## src/rtl/multi_tick_gen.sv

```systemverilog
// Multi-channel runtime-programmable tick generator: each channel emits a one-cycle
// tick every N enabled cycles, periodic or one-shot, with N loadable per channel.
module multi_tick_gen #(
  parameter int unsigned NUM_CH         = 4,
  parameter int unsigned CNT_W          = 32,
  parameter int unsigned DEFAULT_PERIOD = 148_500_000,
  parameter int unsigned CH_W           = 4
) (
  input  logic              clk_148Mhz,
  input  logic              reset,
  input  logic [NUM_CH-1:0] enable,
  input  logic [NUM_CH-1:0] oneshot,
  input  logic              load,
  input  logic [CH_W-1:0]   load_ch,
  input  logic [CNT_W-1:0]  load_period,
  output logic [NUM_CH-1:0] tick,
  output logic [NUM_CH-1:0] done,
  output logic [NUM_CH-1:0] busy
);

  localparam logic [CNT_W-1:0] ResetPeriod = CNT_W'(DEFAULT_PERIOD);

  for (genvar g = 0; g < NUM_CH; g++) begin : g_ch
    logic [CNT_W-1:0] r_period;
    logic [CNT_W-1:0] r_cnt;
    logic             r_tick;
    logic             r_done;
    logic             r_busy;

    logic [CNT_W-1:0] w_period_d;
    logic [CNT_W-1:0] w_cnt_d;
    logic             w_tick_d;
    logic             w_done_d;
    logic             w_busy_d;
    logic             w_load_hit;
    logic             w_terminal;

    assign w_load_hit = load && (load_ch == CH_W'(g));
    assign w_terminal = (r_cnt == r_period - CNT_W'(1));

    // Load beats everything, including a terminal count landing on the same edge.
    always_comb begin
      w_period_d = r_period;
      w_cnt_d    = r_cnt;
      w_tick_d   = 1'b0;
      w_done_d   = r_done;
      if (w_load_hit) begin
        w_period_d = load_period;
        w_cnt_d    = '0;
        w_done_d   = 1'b0;
      end else if (!enable[g]) begin
        w_cnt_d    = '0;
        w_done_d   = 1'b0;
      end else if ((r_period == '0) || r_done) begin
        w_cnt_d    = r_cnt;
      end else if (w_terminal) begin
        w_cnt_d    = '0;
        w_tick_d   = 1'b1;
        if (oneshot[g]) begin
          w_done_d = 1'b1;
        end
      end else begin
        w_cnt_d    = r_cnt + CNT_W'(1);
      end
    end

    // Busy uses next-state period/done so it lines up with tick and done.
    assign w_busy_d = enable[g] && (w_period_d != '0) && !w_done_d;

    always_ff @(posedge clk_148Mhz or posedge reset) begin
      if (reset) begin
        r_period <= ResetPeriod;
        r_cnt    <= '0;
        r_tick   <= 1'b0;
        r_done   <= 1'b0;
        r_busy   <= 1'b0;
      end else begin
        r_period <= w_period_d;
        r_cnt    <= w_cnt_d;
        r_tick   <= w_tick_d;
        r_done   <= w_done_d;
        r_busy   <= w_busy_d;
      end
    end

    assign tick[g] = r_tick;
    assign done[g] = r_done;
    assign busy[g] = r_busy;
  end

endmodule

```

## config.mk

```make
export PLATFORM = sky130hd
export DESIGN_NAME = multi_tick_gen
export DESIGN_NICKNAME = d
export VERILOG_FILES = /design/src/rtl/multi_tick_gen.sv
export SDC_FILE = /design/constraint.sdc
export NUM_CORES = 1
export LEC_CHECK = 0
export CORE_MARGIN = 2
export CORE_UTILIZATION = 65
export DETAILED_ROUTE_END_ITERATION = 8
export GPL_ROUTABILITY_DRIVEN = 0
export GPL_TIMING_DRIVEN = 0
export PLACE_DENSITY = 0.93
export RECOVER_POWER = 25
export SLEW_MARGIN = 20
export SYNTH_ARGS = -nofsm -noshare
export SYNTH_HDL_FRONTEND = slang
export SYNTH_SLANG_ARGS = --single-unit
```

## constraint.sdc

```tcl
create_clock -name clk_148Mhz -period 19.9 [get_ports clk_148Mhz]
set_input_delay 2.985 -clock clk_148Mhz [delete_from_list [all_inputs] [get_ports clk_148Mhz]]
set_output_delay 2.985 -clock clk_148Mhz [all_outputs]
set_load 0.03 [all_outputs]
```

==> impl_metrics.py, run 1 <==
metrics = {
    "timing": {
        "rsz0062_at_grt": "no",
        "post-route-period-util_pct": 53.0,
        "report.final.slew_viol_count": 181,
        "fin_crit_ns": 10.55,
        "setup_ws_ns": 9.35,
        "setup_viol": 0,
        "maxSlewHeadroom_pct": -308,
        "worstMarginPinSlew_ns": 6.13,
        "fin_setup_tns_ns": 0,
        "final.setup_skew_ns": 0.0143,
        "timing_hold_violations_final": 0,
        "max_freq_mhz": 94.8,
    },
    "placed_design": {
        "dp_hpwl_um": 36000,
        "dp_slack_ns": 12.88,
        "place_area_sq_mm": 0.0184,
        "port_buffers": 58,
        "dpl.cell_count": 2286,
    },
    "setup_path": {
        "required_ns": 19.07,
        "r2r-start": "g_ch[3].r_period[0]",
        "end_kind": "asynchronous set/reset pin",
        "crit_path_start_kind": "input port",
        "cpMaxStageDelayCell": "clkbuf_1",
        "r2r_end": "g_ch[3].r_cnt[6]",
        "arrival_ns": 9.72,
        "path_cells": "dlygate4sd3_1 > clkinvlp_2 > clkbuf_1",
        "crit_fanout": 111,
        "path_delay_family": "buffers and inverters",
        "r2r_cells": 12,
        "r2r_slack_ns": 15.21,
        "critPathBufInv": 3,
        "crit_type": "in -> async",
        "crit_path_max_incr_delay_ns": 4.38,
    },
    "logic_synthesis": {
        "yosys.area.top_type_share_pct": 31.1,
        "ys_top_cells_by_area": "dfrtp_1, mux2_2, dfstp_2, xnor2_1, xor2_1",
        "syn_nets": 1946,
        "synth_cells": 1891,
        "synth.yosys.seq_area_share_pct": 39.0,
        "synthesis.area_sq_mm": 0.0174,
        "avgSynthCellArea_sq_um": 9.19,
        "yosys.area.top_type": "dfrtp_1",
        "yosys_most_used_dff": "dfrtp_1",
        "ys_ff_latch": 268,
        "ys_types": 78,
        "synth_enable_flop_cells": 0,
        "synth_commonest_cells": "dfrtp_1, nor2_1, nand2_1, xnor2_1, mux2_2",
        "yosysWarnings": 0,
        "ys_async_sr_fraction_pct": 100,
        "yosysMostFrequentCell": "dfrtp_1",
    },
    "flow_run": {
        "drv_cap": 2,
    },
    "drt": {
        "via_per_inst": 6.90,
        "wire_per_inst_um": 21.8,
        "firstDrtPassIters": 9,
        "drt-total-wl_um": 50900,
        "ant_nets": 0,
        "via_count": 16100,
        "drc_errors": 4,
        "drtIter0Drc": 2033,
    },
    "layout": {
        "area_growth_pct": 11.8,
        "multi_input_area_sq_mm": 0.0100,
        "nFillCells": 1767,
        "regArea_sq_mm": 0.00677,
        "final_layout_size_suffix_gt1_share_pct": 14.1,
        "nNetsFinal": 2036,
        "antenna_cells": 0,
        "fin_area_sq_mm": 0.0194,
        "stdcell_count": 2338,
    },
    "min_path": {
        "hold_class": "reg -> reg",
        "worstHoldEndpoint": "g_ch[0].r_cnt[15]",
        "hold_start": "g_ch[0].r_cnt[15]",
        "hold_path_depth": 1,
    },
    "cts": {
        "cts_tree": "done",
        "cts_resized": 0,
        "cts_hold_repair.buffers": 0,
        "clock_sinks": 268,
        "post_cts_buffers": 0,
        "cts-buffers-inserted": 28,
        "cts-root-buf": "clkbuf_16",
        "ctsHtreeMaxLevel": 1,
        "cts-root-to-sink-buffers": 3,
        "clk_pin_slew_ns": 0.07,
        "insertion_delay_ns": 0.56,
    },
    "floorplan": {
        "die_y_um": 167,
        "die-area_sq_mm": 0.0280,
        "row_count": 59,
        "core-area_sq_mm": 0.0261,
        "start_util_pct": 66.5,
        "die_x_um": 167,
        "io_pins": 59,
    },
    "global_route": {
        "grt_pass1_wl_um": 81900,
        "grt-ovfl-total": 0,
        "first_global_vias": 16300,
        "antenna_found_initial": 1,
        "grt_usage_pct": 35.9,
        "grt_max_degree": 112,
    },
    "power": {
        "leakage_nw": 7.78,
        "ir_worst_vdd_mv": 0.0670,
        "power_density_mw_per_mm2": 90.9,
    },
    "outcome": {
        "status": "complete, but fails checks",
        "violations": "DRC, capacitance limit, slew limit",
    },
}
-- placed cells by master, fill, tap and decap left out, types with 41 or more instances in the layout --
master / Yosys / routed
clkdlybuf4s50_1: 0 / 57
o21ai_0: 49 / 49
nand3_1: 81 / 81
and3_1: 53 / 53
nor2_1: 189 / 189
inv_1: 42 / 41
nor3_1: 62 / 62
mux2_2: 127 / 127
dfstp_2: 52 / 52
xor2_1: 83 / 83
nor4_1: 77 / 76
nand2_1: 150 / 150
clkbuf_1: 80 / 83
nand4_1: 47 / 47
dfrtp_1: 216 / 216
xnor2_1: 134 / 134
-- layer usage --
layer	share of wire, %	vias to the layer above	global-route usage (%)
met5	0.14	-	1.57
met1	37	7728	43.3
li1	-	7080	-
met4	6.0	4	19.1
met3	11	276	10.1
met2	46	1052	58.6
-- flip-flops by register name, indices dropped and copies added, names as in the netlist --
| register | count |
|---|---|
| g_ch.r_tick | 4 |
| g_ch.r_period | 128 |
| g_ch.r_cnt | 128 |
| g_ch.r_done | 4 |
| g_ch.r_busy | 4 |
-- worst max-delay path by stage --
stage | startpoint | slack, ns | depth (start not counted) | end
after global placement | reset | 6.65 | 2 | g_ch[0].r_cnt[2]
after detailed placement | load | 12.88 | 10 | g_ch[0].r_busy
after global routing | reset | 7.83 | 3 | g_ch[2].r_busy
after CTS | load | 13.39 | 10 | g_ch[0].r_busy
final | reset | 9.35 | 3 | g_ch[3].r_period[4]
after floorplan | reset | 9.62 | 1 | g_ch[0].r_busy
-- final cells by class --
cell class / count / share of cell area, %
tap: 335 / 2.16
timing repair buffer: 60 / 3.15
inverter: 42 / 0.818
sequential: 268 / 34.9
multi-input combinational: 1480 / 51.5
clock inverter: 11 / 0.734
buffer: 101 / 2.32
clock buffer: 41 / 4.48
-- cell families (layout without fill, tap and decap cells) --
logic type	after synthesis	after routing	synth area share, %
xor+xnor	217	217	10.9
fa+ha+maj	8	8	0.576
compound gates	267	267	11.1
simple gates	843	843	25.7
flops	268	268	39.0
buf+inv	143	255	3.50
mux	145	145	9.27
-- metrics by stage --
| stage | hold WS (ns) | utilization [%] | total power [mW] |
|---|---|---|---|
| after CTS | 0.570 | 74.4 | 1.75 |
| final | 0.573 | 74.3 | 1.77 |
| after global routing | 0.595 | 74.3 | 1.83 |
| after detailed placement | 0.558 | 70.6 | 1.16 |
| after floorplan | 0.503 | - | 1.03 |
| after global placement | 0.534 | 70.3 | 1.13 |
-- report_power, final --
| group | total [mW] | internal (mW) | switching (mW) |
|---|---|---|---|
| Combinational | 0.467 | 0.198 | 0.269 |
| Sequential | 0.727 | 0.628 | 0.0991 |
| Clock | 0.573 | 0.342 | 0.231 |
| Total | 1.77 | 1.17 | 0.599 |
(Power assumes the default switching activity.)
==> inputs of run 2 (changes only) <==
Settings changed: CORE_UTILIZATION 65 to 57, PLACE_DENSITY 0.93 to 0.87.
Clock period 19.9 ns to 9.51 ns, I/O delays scaled along.
==> impl_metrics.py, run 2 (same netlist as run 1, synthesis figures left out) <==
metrics = {
    "setup_path": {
        "cpMaxStageDelayCell": "clkbuf_1",
        "path_cells": "dlygate4sd3_1 > clkinvlp_2 > clkbuf_1",
        "end_kind": "asynchronous set/reset pin",
        "crit_type": "in -> async",
        "crit_fanout": 73,
        "path_delay_family": "buffers and inverters",
        "crit_path_max_incr_delay_ns": 2.84,
        "critPathBufInv": 3,
        "required_ns": 9.26,
        "arrival_ns": 5.84,
        "crit_path_start_kind": "input port",
    },
    "power": {
        "total_power_mw": 3.60,
        "ir_worst_vdd_mv": 0.170,
        "leakage_nw": 7.77,
        "power_density_mw_per_mm2": 185,
    },
    "outcome": {
        "status": "complete, but fails checks",
        "violations": "capacitance limit, slew limit",
    },
    "floorplan": {
        "io_pins": 59,
        "die_y_um": 179,
        "die-area_sq_mm": 0.0319,
        "core-area_sq_mm": 0.0298,
        "die_x_um": 179,
        "start_util_pct": 58.3,
        "row_count": 63,
    },
    "layout": {
        "fin_area_sq_mm": 0.0195,
        "area_growth_pct": 12.0,
        "final_layout_size_suffix_gt1_share_pct": 14.1,
        "nNetsFinal": 2037,
        "multi_input_area_sq_mm": 0.0100,
        "layout_common_cells": "dfrtp_1, nor2_1, nand2_1",
        "regArea_sq_mm": 0.00677,
        "top_regs": "g_ch.r_cnt (128), g_ch.r_period (128)",
        "nFillCells": 2277,
        "final_common_cell": "dfrtp_1",
        "antenna_cells": 0,
    },
    "cts": {
        "cts_tree": "done",
        "cts-root-buf": "clkbuf_16",
        "clock_sinks": 268,
        "cts-root-to-sink-buffers": 3,
        "ctsHtreeMaxLevel": 1,
        "cts_resized": 0,
        "clk_pin_slew_ns": 0.06,
        "post_cts_buffers": 0,
        "insertion_delay_ns": 0.56,
        "cts-buffers-inserted": 28,
        "cts_hold_repair.buffers": 0,
    },
    "timing": {
        "final.setup_skew_ns": 0.00855,
        "setup_viol": 0,
        "post-route-period-util_pct": 64.0,
        "fin_crit_ns": 6.09,
        "rsz0062_at_grt": "no",
        "worstMarginPinSlew_ns": 3.96,
        "max_freq_mhz": 164,
        "maxSlewHeadroom_pct": -164,
        "timing_hold_violations_final": 0,
        "report.final.slew_viol_count": 109,
    },
    "drt": {
        "ant_nets": 0,
        "drt-total-wl_um": 48400,
        "wire_per_inst_um": 20.2,
        "drtIter0Drc": 1644,
        "via_count": 15800,
        "drc_errors": 0,
        "firstDrtPassIters": 7,
        "via_per_inst": 6.59,
    },
    "placed_design": {
        "dp_hpwl_um": 35100,
        "port_buffers": 58,
        "place_area_sq_mm": 0.0185,
    },
    "global_route": {
        "first_global_vias": 15600,
        "grt_max_degree": 83,
        "antenna_found_initial": 0,
        "grt_pass1_wl_um": 78300,
        "grt_usage_pct": 30.5,
        "grt-ovfl-total": 0,
    },
    "flow_run": {
        "drv_cap": 2,
    },
    "min_path": {
        "hold_class": "reg -> reg",
    },
}
[run 2: through the flow]
step                      hold slack, ns  utilization (%)  worst slack, ns  TNS, ns  instances
after global routing               0.579             65.3             2.36        0       2394
after CTS                          0.547             65.4             4.42        0       2394
after global placement             0.534             61.9            -2.17  -465.16       2339
after detailed placement           0.539             62.2             3.98        0       2342
after floorplan                    0.503                -            0.788        0       1891
final                              0.550             65.3             3.42        0       2394
[run 2: final timing paths]
kind | startpoint | to | slack (ns) | cells after the start
max reg2reg | g_ch[3].r_period[0] | g_ch[3].r_cnt[31] | 4.70 | 12
max in group clk_148Mhz | load | g_ch[0].r_busy | 4.27 | 10
min reg2reg | g_ch[3].r_cnt[7] | g_ch[3].r_cnt[7] | 0.55 | 1
min in group asynchronous | reset | g_ch[1].r_period[28] | 1.71 | 2
min | g_ch[3].r_cnt[7] | g_ch[3].r_cnt[7] | 0.55 | 1
max | reset | g_ch[0].r_cnt[4] | 3.42 | 3
[run 2: metal layers]
metal,track usage [%],share of wire (%)
met1,40.3,40
met2,49.0,46
met3,6.39,9.4
met4,12.0,4.0
met5,1.60,0.13
[run 2: cell type report]
type | instances | share of cell area (%)
tap | 390 | 2.51
timing repair buffer | 61 | 3.29
buffer | 101 | 2.31
clock buffer | 37 | 4.19
multi-input combinational | 1480 | 51.4
clock inverter | 15 | 0.701
sequential | 268 | 34.8
inverter | 42 | 0.817
[run 2: power breakdown]
part	internal, mW	switching, mW	total [mW]
logic	0.414	0.535	0.948
clock network	0.656	0.483	1.14
registers	1.31	0.199	1.51
total	2.38	1.22	3.60
